==> config.mk <==
export PLATFORM = sky130hd
export DESIGN_NAME = vga_sync_gen
export DESIGN_NICKNAME = d
export VERILOG_FILES = /design/src/rtl/vga_pkg.sv /design/src/rtl/vga_timing_cnt.sv /design/src/rtl/vga_sync_gen.sv
export SDC_FILE = /design/constraint.sdc
export NUM_CORES = 1
export LEC_CHECK = 0
export ABC_AREA = 1
export ABC_CLOCK_PERIOD_IN_PS = 3500
export CAP_MARGIN = 20
export CORE_MARGIN = 4
export CORE_UTILIZATION = 50
export DETAILED_ROUTE_END_ITERATION = 16
export PLACE_DENSITY = 0.83
export SYNTH_ARGS = -nofsm -noshare
export SYNTH_HDL_FRONTEND = slang
export SYNTH_SLANG_ARGS = --single-unit
==> constraint.sdc <==
create_clock -name pixel_clk -period 3.5 [get_ports pixel_clk]
set_input_delay 0.875 -clock pixel_clk [delete_from_list [all_inputs] [get_ports pixel_clk]]
set_output_delay 0.875 -clock pixel_clk [all_outputs]
set_load 0.02 [all_outputs]
==> src/rtl/vga_pkg.sv <==
// ============================================================================
// Module      : vga_pkg
// Description : Shared state encoding and timing helpers for the VGA sync path.
// Revision    : 1.0 - initial release
// ============================================================================
`default_nettype none

package vga_pkg;

  typedef enum logic [1:0] {
    S_SYNC = 2'd0,
    S_ARM  = 2'd1,
    S_DISP = 2'd2
  } vga_state_e;

  typedef struct packed {
    int display;
    int fp;
    int sync;
    int bp;
  } vga_axis_t;

  function automatic int axis_total(input vga_axis_t a);
    return a.display + a.fp + a.sync + a.bp;
  endfunction

  localparam vga_axis_t VGA_H_640 = '{display: 640, fp: 16, sync: 96, bp: 48};
  localparam vga_axis_t VGA_V_480 = '{display: 480, fp: 10, sync: 2, bp: 33};
  localparam int H_TOTAL = axis_total(VGA_H_640);
  localparam int V_TOTAL = axis_total(VGA_V_480);

endpackage

`default_nettype wire

==> src/rtl/vga_timing_cnt.sv <==
// ============================================================================
// Module      : vga_timing_cnt
// Description : Raster h/v counters with active-window, sync and frame strobes.
// Revision    : 1.0 - initial release
// ============================================================================
`default_nettype none

module vga_timing_cnt
  import vga_pkg::*;
#(
  parameter int H_DISPLAY   = 640,
  parameter int H_FP        = 16,
  parameter int H_SYNC      = 96,
  parameter int H_BP        = 48,
  parameter int V_DISPLAY   = 480,
  parameter int V_FP        = 10,
  parameter int V_SYNC      = 2,
  parameter int V_BP        = 33,
  parameter int START_DELAY = 0,
  parameter int H_SIZE      = 11,
  parameter int V_SIZE      = 10
) (
  input  logic              clk,
  input  logic              rst,
  output logic [H_SIZE-1:0] x_pos,
  output logic [V_SIZE-1:0] v_cnt,
  output logic              video_on,
  output logic              hsync_act,
  output logic              vsync_act,
  output logic              scan_end,
  output logic              last_active
);

  localparam vga_axis_t c_h = '{display: H_DISPLAY, fp: H_FP, sync: H_SYNC, bp: H_BP};
  localparam vga_axis_t c_v = '{display: V_DISPLAY, fp: V_FP, sync: V_SYNC, bp: V_BP};

  localparam logic [H_SIZE-1:0] c_h_last     = H_SIZE'(axis_total(c_h) - 1);
  localparam logic [H_SIZE-1:0] c_h_delay    = H_SIZE'(START_DELAY);
  localparam logic [H_SIZE-1:0] c_h_disp     = H_SIZE'(H_DISPLAY);
  localparam logic [H_SIZE-1:0] c_h_last_act = H_SIZE'(H_DISPLAY + START_DELAY - 1);
  localparam logic [H_SIZE-1:0] c_h_sync_lo  = H_SIZE'(H_DISPLAY + H_FP);
  localparam logic [H_SIZE-1:0] c_h_sync_hi  = H_SIZE'(H_DISPLAY + H_FP + H_SYNC);
  localparam logic [V_SIZE-1:0] c_v_last     = V_SIZE'(axis_total(c_v) - 1);
  localparam logic [V_SIZE-1:0] c_v_disp     = V_SIZE'(V_DISPLAY);
  localparam logic [V_SIZE-1:0] c_v_last_act = V_SIZE'(V_DISPLAY - 1);
  localparam logic [V_SIZE-1:0] c_v_sync_lo  = V_SIZE'(V_DISPLAY + V_FP);
  localparam logic [V_SIZE-1:0] c_v_sync_hi  = V_SIZE'(V_DISPLAY + V_FP + V_SYNC);

  logic [H_SIZE-1:0] h_q, h_d;
  logic [V_SIZE-1:0] v_q, v_d;

  always_comb begin
    h_d = h_q + 1'b1;
    v_d = v_q;
    if (h_q == c_h_last) begin
      h_d = '0;
      v_d = (v_q == c_v_last) ? '0 : v_q + 1'b1;
    end
  end

  always_ff @(posedge clk) begin
    if (rst) begin
      h_q <= '0;
      v_q <= '0;
    end else begin
      h_q <= h_d;
      v_q <= v_d;
    end
  end

  // Counter width exceeds H_TOTAL+START_DELAY, so columns left of the window
  // wrap to large values and a single unsigned compare bounds both edges.
  assign x_pos       = h_q - c_h_delay;
  assign v_cnt       = v_q;
  assign video_on    = (x_pos < c_h_disp) && (v_q < c_v_disp);
  assign hsync_act   = (h_q >= c_h_sync_lo) && (h_q < c_h_sync_hi);
  assign vsync_act   = (v_q >= c_v_sync_lo) && (v_q < c_v_sync_hi);
  assign scan_end    = (h_q == c_h_last) && (v_q == c_v_last);
  assign last_active = (h_q == c_h_last_act) && (v_q == c_v_last_act);

endmodule

`default_nettype wire

==> src/rtl/vga_sync_gen.sv <==
// ============================================================================
// Module      : vga_sync_gen
// Description : Parametrised VGA timing generator and pixel-stream synchroniser.
// Revision    : 1.0 - initial release
// ============================================================================
`default_nettype none

module vga_sync_gen
  import vga_pkg::*;
#(
  parameter int RSIZE       = 4,
  parameter int GSIZE       = 4,
  parameter int BSIZE       = 4,
  parameter int RGB_SIZE    = 12,
  parameter int H_DISPLAY   = 640,
  parameter int H_FP        = 16,
  parameter int H_SYNC      = 96,
  parameter int H_BP        = 48,
  parameter int V_DISPLAY   = 480,
  parameter int V_FP        = 10,
  parameter int V_SYNC      = 2,
  parameter int V_BP        = 33,
  parameter int HSYNC_POL   = 0,
  parameter int VSYNC_POL   = 0,
  parameter int START_DELAY = 0,
  parameter int FREE_RUN    = 0,
  parameter int H_SIZE      = 11,
  parameter int V_SIZE      = 10
) (
  input  logic                pixel_clk,
  input  logic                pixel_rst,
  input  logic                vga_frame_start,
  input  logic [RGB_SIZE-1:0] vga_src_rgb,
  input  logic                vga_src_vld,
  output logic                vga_src_rdy,
  input  logic                underflow_clr,
  output logic [RSIZE-1:0]    vga_r,
  output logic [GSIZE-1:0]    vga_g,
  output logic [BSIZE-1:0]    vga_b,
  output logic                vga_hsync,
  output logic                vga_vsync,
  output logic                vga_de,
  output logic [H_SIZE-1:0]   vga_x,
  output logic [V_SIZE-1:0]   vga_y,
  output logic                frame_end,
  output logic                underflow,
  output logic                underflow_sticky
);

  localparam logic c_hs_on    = 1'(HSYNC_POL);
  localparam logic c_vs_on    = 1'(VSYNC_POL);
  localparam logic c_free_run = 1'(FREE_RUN);

  logic [H_SIZE-1:0] x_pos;
  logic [V_SIZE-1:0] v_cnt;
  logic              video_on, hsync_act, vsync_act, scan_end, last_active;

  vga_timing_cnt #(
    .H_DISPLAY  (H_DISPLAY),
    .H_FP       (H_FP),
    .H_SYNC     (H_SYNC),
    .H_BP       (H_BP),
    .V_DISPLAY  (V_DISPLAY),
    .V_FP       (V_FP),
    .V_SYNC     (V_SYNC),
    .V_BP       (V_BP),
    .START_DELAY(START_DELAY),
    .H_SIZE     (H_SIZE),
    .V_SIZE     (V_SIZE)
  ) u_timing (
    .clk        (pixel_clk),
    .rst        (pixel_rst),
    .x_pos      (x_pos),
    .v_cnt      (v_cnt),
    .video_on   (video_on),
    .hsync_act  (hsync_act),
    .vsync_act  (vsync_act),
    .scan_end   (scan_end),
    .last_active(last_active)
  );

  vga_state_e        state_q, state_d;
  logic              arm_q, arm_d;
  logic [RGB_SIZE-1:0] rgb_q, rgb_d;
  logic              de_q, de_d;
  logic              hsync_q, hsync_d;
  logic              vsync_q, vsync_d;
  logic [H_SIZE-1:0] x_q, x_d;
  logic [V_SIZE-1:0] y_q, y_d;
  logic              frame_end_q, frame_end_d;
  logic              underflow_q, underflow_d;
  logic              sticky_q, sticky_d;
  logic              pix_need;

  always_comb begin
    pix_need    = video_on && (state_q == S_DISP);
    state_d     = state_q;
    vga_src_rdy = 1'b0;
    unique case (state_q)
      S_SYNC: begin
        // Drain stale source data until a start request is pending.
        vga_src_rdy = ~vga_frame_start & ~arm_q;
        if (vga_frame_start || arm_q) state_d = scan_end ? S_DISP : S_ARM;
      end
      S_ARM: begin
        if (scan_end) state_d = S_DISP;
      end
      S_DISP: begin
        vga_src_rdy = video_on;
        if (last_active && !c_free_run) state_d = S_SYNC;
      end
      default: state_d = S_SYNC;
    endcase

    arm_d       = (state_d == S_DISP && state_q != S_DISP) ? 1'b0 : (arm_q | vga_frame_start);
    rgb_d       = (pix_need && vga_src_vld) ? vga_src_rgb : '0;
    de_d        = video_on;
    hsync_d     = hsync_act ? c_hs_on : ~c_hs_on;
    vsync_d     = vsync_act ? c_vs_on : ~c_vs_on;
    x_d         = x_pos;
    y_d         = v_cnt;
    frame_end_d = last_active;
    underflow_d = pix_need && !vga_src_vld;
    sticky_d    = underflow_d | (sticky_q & ~underflow_clr);
  end

  always_ff @(posedge pixel_clk) begin
    if (pixel_rst) begin
      state_q     <= S_SYNC;
      arm_q       <= 1'b0;
      rgb_q       <= '0;
      de_q        <= 1'b0;
      hsync_q     <= ~c_hs_on;
      vsync_q     <= ~c_vs_on;
      x_q         <= '0;
      y_q         <= '0;
      frame_end_q <= 1'b0;
      underflow_q <= 1'b0;
      sticky_q    <= 1'b0;
    end else begin
      state_q     <= state_d;
      arm_q       <= arm_d;
      rgb_q       <= rgb_d;
      de_q        <= de_d;
      hsync_q     <= hsync_d;
      vsync_q     <= vsync_d;
      x_q         <= x_d;
      y_q         <= y_d;
      frame_end_q <= frame_end_d;
      underflow_q <= underflow_d;
      sticky_q    <= sticky_d;
    end
  end

  assign vga_r            = rgb_q[RGB_SIZE-1 -: RSIZE];
  assign vga_g            = rgb_q[BSIZE +: GSIZE];
  assign vga_b            = rgb_q[0 +: BSIZE];
  assign vga_hsync        = hsync_q;
  assign vga_vsync        = vsync_q;
  assign vga_de           = de_q;
  assign vga_x            = x_q;
  assign vga_y            = y_q;
  assign frame_end        = frame_end_q;
  assign underflow        = underflow_q;
  assign underflow_sticky = sticky_q;

endmodule

`default_nettype wire

; Word level (Yosys, flattened, before mapping)
; Index checks and enable logic that the tools add are counted.
; W data, S select, Z words.
[op_classes]
n_lt_le_gt_ge = 6
muxes = 9
n_addsub = 2
eq_ne = 8
bitwise = 8
reduce_logical = 15
[op_table]
columns = cell, count
row1 = $eq A11 B10 Y1 const B, 2
row2 = $lt A11 B10 Y1 const B, 2
row3 = $lt A10 B9 Y1 const B, 2
row4 = $add A11 B1 Y11 const B, 1
row5 = $ge A11 B10 Y1 const B, 1
row6 = $add A10 B1 Y10 const B, 1
row7 = $eq A10 B10 Y1 const B, 1
row8 = $eq A10 B9 Y1 const B, 1
row9 = $ge A10 B9 Y1 const B, 1
row10 = $mux W10, 1
row11 = $logic_and A1 B1 Y1, 9
row12 = $mux W2, 4
row13 = $pmux W2 S3, 1
row14 = $reduce_or A2 Y1, 3
row15 = $eq A2 B2 Y1 const B, 2
row16 = $not A1 Y1, 4
row17 = $and A1 B1 Y1, 2
row18 = $eq A2 B1 Y1 const B, 1
row19 = $logic_not A2 Y1, 1
row20 = $mux W1, 2
row21 = $ne A2 B2 Y1 const B, 1
row22 = $or A1 B1 Y1, 2
row23 = $pmux W1 S2, 1
row24 = $logic_not A1 Y1, 1
row25 = $logic_or A1 B1 Y1, 1
[word_totals]
elab_cells = 61
in_bits = 17
ff_bits = 63

; Depth between registers and ports, before layout
; Gate-level depths: netlist of the first run.
[logic_depth]
word_depth = 8
ltp_mapped = 10
ltp_nobuf = 10

; Hierarchy
; Synthesis of the first run repeated with hierarchy kept, for this count alone.
[hier_totals]
cells_unflattened = 337
area_unflattened_um2 = 2570.0
[by_module_without_submodules]
columns = module, cells_each, area_per_inst_um2, seq_area_each_um2, n_inst
row1 = vga_timing_cnt, 193, 1308.8, 420.4, 1
row2 = vga_sync_gen, 144, 1261.2, 840.8, 1

; Least setup slack after synthesis of the first run
; OpenSTA, ideal clock, no wires.
[synth_timing]
path_type = input -> output
from = in vga_frame_start
to = out vga_src_rdy
setup_slack_ns = 1.123
arrival_ns = 1.502
t_required_ns = 2.625
path_stages = 3
path_cell_list = nor2_1 nand2_1 o22ai_1
[synth_between]
elab_chain_cells = 3
[synth_rtl]
columns = item, line_no
row1 = start: declaration, vga_sync_gen.sv:32  ; input logic vga_frame_start,
row2 = $not A1 Y1, vga_sync_gen.sv:102  ; vga_src_rdy = ~vga_frame_start & ~arm_q;
row3 = $and A1 B1 Y1, vga_sync_gen.sv:102
row4 = $pmux W1 S2, vga_sync_gen.sv:99  ; unique case (state_q)
row5 = end: declaration, vga_sync_gen.sv:35  ; output logic vga_src_rdy,
; No other way between the ends.

; Worst setup path after layout of the first run
; Same ends and word-level chain as after synthesis.

==> summary.txt, run 1 <==
Global routing
  • Overall routing resource usage: 0.178
  • Met2 usage: 0.311
  • Most Crowded Layer GR: met2
  • Largest net degree at the start of global routing: 22
  • First-pass GRT wire length: 8.31 mm
  • Met3 Usage GRT: 0.0580
  • Initial antenna violation count: 0
  • Vias in the first global route: 1927
  • Global-route track usage on met1: 0.186
  • Total gr overflow: 0

Floorplanning
  • Row count: 25
  • Core area: 0.00469 mm²
  • Initial Util: 0.515
  • Vert. Die Dim: 77.6 µm
  • IO Pins: 57
  • Die Span X: 77.6 µm
  • Die area: 0.00601 mm²

Worst setup path
  • Arr. time, crit path: 2.42 ns
  • FF-to-FF path depth: 7
  • R2R Setup Slk: 1.62 ns
  • CP Max Fanout: 4
  • CP startpoint: vga_frame_start
  • R2R Path Start: u_timing.h_q[0]
  • CP Launch Type: primary input
  • Slowest-stage cell, CP: clkdlybuf4s50_1
  • Cell chain of the critical path: clkdlybuf4s50_1 -> nor2_1 -> nand2_1 -> o22ai_1 -> clkdlybuf4s50_1
  • Required time worst endpoint: 2.62 ns
  • Critical Path Most Common Cell: clkdlybuf4s50_1
  • CP Capture Point: vga_src_rdy
  • Largest stage delay, worst path: 0.62 ns
  • Worst r2r dst: u_timing.h_q[9]
  • Crit Path Class: primary input to output port
  • Crit. End Element: output port

Placement
  • HPWL after detailed placement: 3.69 mm
  • Port Buffers: 56
  • Routability Congestion: 0.890
  • Area of placed instances: 0.00301 mm²
  • Post-Place Setup Slack: 0.257 ns

Route
  • DRC: 0
  • Drt initial violations: 126
  • Vias: 2066
  • Drt total wl: 5.07 mm
  • Post-DR wirelength/cell: 12.0 µm
  • Vias per cell: 4.91
  • ANT nets after route: 0
  • DRT Pass-1 Iters: 5

Power and ir drop
  • Lkg Pwr: 1.25 nW
  • Peak supply drop: 0.000322 V
  • Power Density: 407 mW/mm²

Job
  • Max-cap violations: 0

Synthesis
  • #FFs+latches synth: 63
  • Mapped Area: 0.00242 mm²
  • Synth unique cells: 31
  • Syn_area_per_cell: 7.96 µm²
  • Yosys top cell area share: 0.521
  • Sequential area share after synthesis: 0.521
  • Synthesis Warnings: 0
  • Dominant cell type by area after synthesis: dfxtp_1
  • Mapped Nets: 325
  • Top area cells in the synthesized netlist: dfxtp_1 52%, nor2_1 8.8%, nand2_1 7.4%, inv_1 7.0%, nor2_2 3.4%
  • Syn Inst Count: 304

Finish
  • Final Cell Area: 0.00315 mm²
  • Final nets: 385
  • Synth-to-Final Area Change: 30.3%
  • Antenna diodes: 0
  • Layout cell share with drive strength beyond 1: 0.101

STA
  • Fin crit share: 0.940
  • Unrepaired setup endpoints after global routing: no
  • FMAX: 304 MHz
  • Skew final: 0.00497 ns
  • Final Hold Viols: 0
  • Worst setup margin: 0.209 ns
  • TNS Setup: 0 ns
  • Rel. slew slack: 0.657
  • Slew Viols, Final: 0
  • Min Hold Slack: 0.452 ns
  • Setup violators final: 0
  • Worst Tran Pin Value: 0.513 ns
  • Min Tclk post-route: 3.29 ns

CTS
  • Clock Tree Root: clkbuf_8
  • Longest Clk Path Bufs: 2
  • Postcts setup bufs: 0
  • Cts repair resizes: 0
  • Clk_lat worst skew: 0.34 ns
  • Cts bufs inserted: 9
  • Clock transition at path regs: 0.06 ns
  • Post-CTS Hold Fix Bufs: 0
  • Sink Count: 63
  • CTS tree: yes
  • H-tree levels: 3

Status
  • Status: complete, no violations

Worst hold path
  • Worst min path class: register to register
==> state kept, by name (all words and copies together), names as in the netlist <==
signal	flops
frame_end	1
state_q	2
underflow_sticky	1
vga_de	1
vga_y	10
vga_hsync	1
vga_x	11
u_timing.h_q	11
u_timing.v_cnt	10
underflow	1
rgb_q	12
arm_q	1
vga_vsync	1
==> how the worst min path moves through the flow <==
stage / slack, ns / depth (start not counted) / startpoint / to
CTS: 0.45 / 2 / u_timing.h_q[1] / vga_x[1]
detailed placement: 0.45 / 2 / u_timing.h_q[1] / vga_x[1]
global placement: 0.43 / 2 / u_timing.h_q[1] / vga_x[1]
global route: 0.47 / 2 / u_timing.h_q[0] / vga_x[0]
finish: 0.45 / 2 / u_timing.h_q[1] / vga_x[1]
floorplan: 0.42 / 2 / u_timing.h_q[1] / vga_x[1]
==> critical path, delay by kind of cell <==
kind	cells	cell delay [ns]
buffers and inverters	2	1.03
AO/OA/AOI/OAI	1	0.16
AND/OR/NAND/NOR	2	0.35
==> power breakdown <==
group          switching (mW)  leakage (nW)  total (mW)  internal, mW
logic                  0.0288         0.662      0.0569        0.0281
registers             0.00419         0.509       0.728         0.724
clock network           0.251        0.0761       0.498         0.247
==> synthesized netlist by cell type <==
master / number
buf_6: 2
o21ai_2: 2
or2_2: 1
o2111ai_1: 1
o22ai_1: 2
nand2_1: 48
nor3b_2: 1
nor2_1: 57
clkbuf_1: 4
o211ai_1: 1
o31ai_1: 1
ha_1: 4
xor2_1: 5
a21oi_1: 11
dfxtp_1: 63
inv_2: 2
nand3_1: 16
nand3_2: 2
o21ai_1: 1
nor4_1: 1
nand2_2: 1
o21ai_0: 3
inv_1: 45
nor3_2: 1
nor2_4: 2
nor3_1: 5
buf_2: 2
nand4_1: 5
o21a_1: 1
nor3b_1: 1
nor2_2: 13
==> cell families (layout without fill, tap and decap cells) <==
group | count (synthesis) | count (layout) | synth area share
and+or+nand+nor | 154 | 154 | 0.291
DFF | 63 | 63 | 0.521
buffers and inverters | 55 | 118 | 0.0926
AOI/OAI and AO/OA | 23 | 23 | 0.0564
xor gates and xnor gates | 5 | 5 | 0.0181
adders and majority gates | 4 | 4 | 0.0207
==> per-stage QoR <==
step	cells	util	total power, mW
floorplan	304	-	0.770
global placement	407	0.641	0.799
detailed placement	407	0.641	0.801
CTS	421	0.672	1.29
global route	421	0.672	1.32
finish	421	0.672	1.28
==> layout by cell type (no fill, tap or decap), types with 2 or more instances in the layout <==
| cell type | count |
|---|---|
| nor2_2 | 13 |
| o21ai_0 | 3 |
| o22ai_1 | 2 |
| nor3_1 | 5 |
| inv_1 | 45 |
| clkdlybuf4s50_1 | 56 |
| dfxtp_1 | 63 |
| nor2_4 | 2 |
| clkinv_2 | 2 |
| nand4_1 | 5 |
| nand2_1 | 48 |
| inv_2 | 2 |
| xor2_1 | 5 |
| nand3_2 | 2 |
| nor2_1 | 57 |
| a21oi_1 | 11 |
| o21ai_2 | 2 |
| clkbuf_1 | 3 |
| nand3_1 | 16 |
| clkbuf_8 | 9 |
| ha_1 | 4 |
==> metal layers <==
metal / part of all wire / wire [µm]
met1: 0.41 / 2070
met2: 0.52 / 2660
met3: 0.052 / 264
met4: 0.016 / 79
met5: 0 / 0
==> final cells by class <==
class	count	area [µm²]
Sequential cell	63	1260
Inverter	47	176
Clock buffer	12	135
Timing Repair Buffer	57	568
Fill cell	392	1540
Clock inverter	2	10.0
Multi-Input combinational cell	186	933
Tap cell	54	67.6
Power figures use the tool's default switching activity.
==> run 2, diff against run 1 <==
--- a/config.mk
+++ b/config.mk
@@ -9,3 +9,3 @@
 export ABC_CLOCK_PERIOD_IN_PS = 3500
-export CAP_MARGIN = 20
+export CAP_MARGIN = 30
 export CORE_MARGIN = 4
@@ -17 +17,2 @@
 export SYNTH_SLANG_ARGS = --single-unit
+export TNS_END_PERCENT = 20
==> constraint.sdc (replaced) <==
create_clock -name pixel_clk -period 3.5 [get_ports pixel_clk]
set_input_delay 0.7 -clock pixel_clk [delete_from_list [all_inputs] [get_ports pixel_clk]]
set_output_delay 0.7 -clock pixel_clk [all_outputs]
set_load 0.02 [all_outputs]
==> summary.txt, run 2 (same netlist as run 1, synthesis figures left out) <==
Status
  • Status: complete, no violations (unchanged)

STA
  • Min Tclk post-route: 2.92 ns (was 3.29 ns)
  • FMAX: 342 MHz (was 304 MHz)
  • Slew Viols, Final: 0 (unchanged)
  • Rel. slew slack: 0.660 (was 0.657)
  • Final Hold Viols: 0 (unchanged)
  • TNS Setup: 0 ns (unchanged)
  • Fin crit share: 0.836 (was 0.940)
  • Unrepaired setup endpoints after global routing: no (unchanged)
  • Worst setup margin: 0.576 ns (was 0.209 ns)
  • Worst Tran Pin Value: 0.508 ns (was 0.513 ns)
  • Skew final: 0.00432 ns (was 0.00497 ns)
  • Setup violators final: 0 (unchanged)

Route
  • ANT nets after route: 0 (unchanged)
  • DRC: 0 (unchanged)
  • DRT Pass-1 Iters: 5 (unchanged)
  • Vias per cell: 4.93 (was 4.91)
  • Drt initial violations: 171 (was 126)
  • Drt total wl: 5.34 mm (was 5.07 mm)
  • Post-DR wirelength/cell: 12.7 µm (was 12.0 µm)
  • Vias: 2081 (was 2066)

Global routing
  • Largest net degree at the start of global routing: 22 (unchanged)
  • Total gr overflow: 0 (unchanged)
  • Initial antenna violation count: 0 (unchanged)
  • Overall routing resource usage: 0.195 (was 0.178)
  • Vias in the first global route: 1954 (was 1927)
  • First-pass GRT wire length: 8.98 mm (was 8.31 mm)

Finish
  • Highest-count cells in the layout ignoring fill and taps: 63 x dfxtp_1, 57 x nor2_1, 56 x clkdlybuf4s50_1 (unchanged)
  • Largest register FFs: 12 (unchanged)
  • Final nets: 385 (unchanged)
  • FF+latch area: 0.00126 mm² (unchanged)
  • Fillers: 398 (was 392)
  • Largest Register: rgb_q (unchanged)
  • Multi-input logic area: 933 µm² (unchanged)
  • Final core occ: 0.690 (was 0.672)
  • Synth-to-Final Area Change: 33.8% (was 30.3%)
  • Commonest non-fill, non-tap cell in the layout: dfxtp_1 (unchanged)
  • Layout cell share with drive strength beyond 1: 0.111 (was 0.101)
  • Final Cell Area: 0.00324 mm² (was 0.00315 mm²)
  • Antenna diodes: 0 (unchanged)

Placement
  • Post-Place Setup Slack: 0.627 ns (was 0.257 ns)
  • Area of placed instances: 0.00301 mm² (unchanged)
  • Port Buffers: 56 (unchanged)
  • HPWL after detailed placement: 3.76 mm (was 3.69 mm)
  • Routability Congestion: 0.900 (was 0.890)

Worst setup path
  • Crit. End Element: output port (unchanged)
  • Largest stage delay, worst path: 0.63 ns (was 0.62 ns)
  • Crit path buffers/inverters: 2 (unchanged)
  • Crit Path Class: primary input to output port (unchanged)
  • CP Launch Type: primary input (unchanged)
  • Family with the most delay on the worst path: buffers and inverters (unchanged)
  • Cell chain of the critical path: clkdlybuf4s50_1 -> nor2_1 -> nand2_1 -> o22ai_1 -> clkdlybuf4s50_1 (unchanged)
  • Required time worst endpoint: 2.80 ns (was 2.62 ns)
  • Slowest-stage cell, CP: clkdlybuf4s50_1 (unchanged)
  • Arr. time, crit path: 2.22 ns (was 2.42 ns)
  • CP Max Fanout: 4 (unchanged)
  • Critical Path Most Common Cell: clkdlybuf4s50_1 (unchanged)

Worst hold path
  • Worst min path class: register to register (unchanged)

Floorplanning
  • Die Span X: 77.6 µm (unchanged)
  • Core area: 0.00469 mm² (unchanged)
  • Initial Util: 0.515 (unchanged)
  • Vert. Die Dim: 77.6 µm (unchanged)
  • Die area: 0.00601 mm² (unchanged)
  • Row count: 25 (unchanged)
  • IO Pins: 57 (unchanged)

CTS
  • Post-CTS Hold Fix Bufs: 0 (unchanged)
  • Cts bufs inserted: 9 (unchanged)
  • Clock Tree Root: clkbuf_8 (unchanged)
  • Longest Clk Path Bufs: 2 (unchanged)
  • H-tree levels: 3 (unchanged)
  • Sink Count: 63 (unchanged)
  • CTS tree: yes (unchanged)
  • Clock transition at path regs: 0.06 ns (about the same)
  • Cts repair resizes: 0 (unchanged)
  • Clk_lat worst skew: 0.33 ns (was 0.34 ns)
  • Postcts setup bufs: 0 (unchanged)

Power and ir drop
  • Peak supply drop: 0.000338 V (was 0.000322 V)
  • Power Density: 465 mW/mm² (was 407 mW/mm²)
  • Lkg Pwr: 1.29 nW (was 1.25 nW)

Job
  • Max-cap violations: 0 (unchanged)
run 2: cell count changes in the layout (fill, tap and decap cells not counted):
cell	before	now
clkbuf_8	9	12
clkbuf_1	3	0
clkinv_2	2	1
bufinv_16	0	2
run 2: area by class of cell:
class,count,share of cell area
Tap cell,54,0.0209
Clock inverter,3,0.0201
Sequential cell,63,0.390
Inverter,47,0.0545
Timing Repair Buffer,57,0.175
Multi-Input combinational cell,186,0.288
Clock buffer,12,0.0510
run 2: worst paths after layout:
| path | startpoint | to | slack, ns | depth (start not counted) |
|---|---|---|---|---|
| worst max-delay path | vga_frame_start | vga_src_rdy | 0.58 | 5 |
| worst min-delay path | u_timing.h_q[1] | vga_x[1] | 0.45 | 2 |
| worst max register to register | u_timing.h_q[0] | u_timing.h_q[9] | 1.61 | 7 |
| worst min register to register | u_timing.h_q[1] | vga_x[1] | 0.45 | 2 |
run 2: power breakdown:
part	internal [mW]	switching, mW
clock	0.454	0.267
sequential	0.724	0.00416
combinational	0.0281	0.0289
total	1.21	0.300
run 2: worst reg2reg max path, cell delays in order (launching register included):
cell and delay (ns):
dfxtp_1 0.37, ha_1 0.19, nand2_1 0.10, nor2_1 0.18, nand3_2 0.31, nand2_1 0.44, a21oi_1 0.08, o21a_1 0.12
run 2: per-stage QoR:
| stage | power, mW | std cells | hold WS [ns] |
|---|---|---|---|
| global route | 1.57 | 422 | 0.483 |
| floorplan | 0.770 | 304 | 0.420 |
| CTS | 1.52 | 422 | 0.454 |
| detailed placement | 0.801 | 407 | 0.446 |
| global placement | 0.799 | 407 | 0.434 |
| finish | 1.51 | 422 | 0.453 |
run 2: routing by layer:
| layer | global-route usage | up-vias | wire [µm] |
|---|---|---|---|
| met5 | 0 | - | 0 |
| met4 | 0.101 | 0 | 140 |
| li1 | - | 1059 | - |
| met2 | 0.316 | 65 | 2750 |
| met1 | 0.223 | 945 | 2180 |
| met3 | 0.0742 | 12 | 267 |
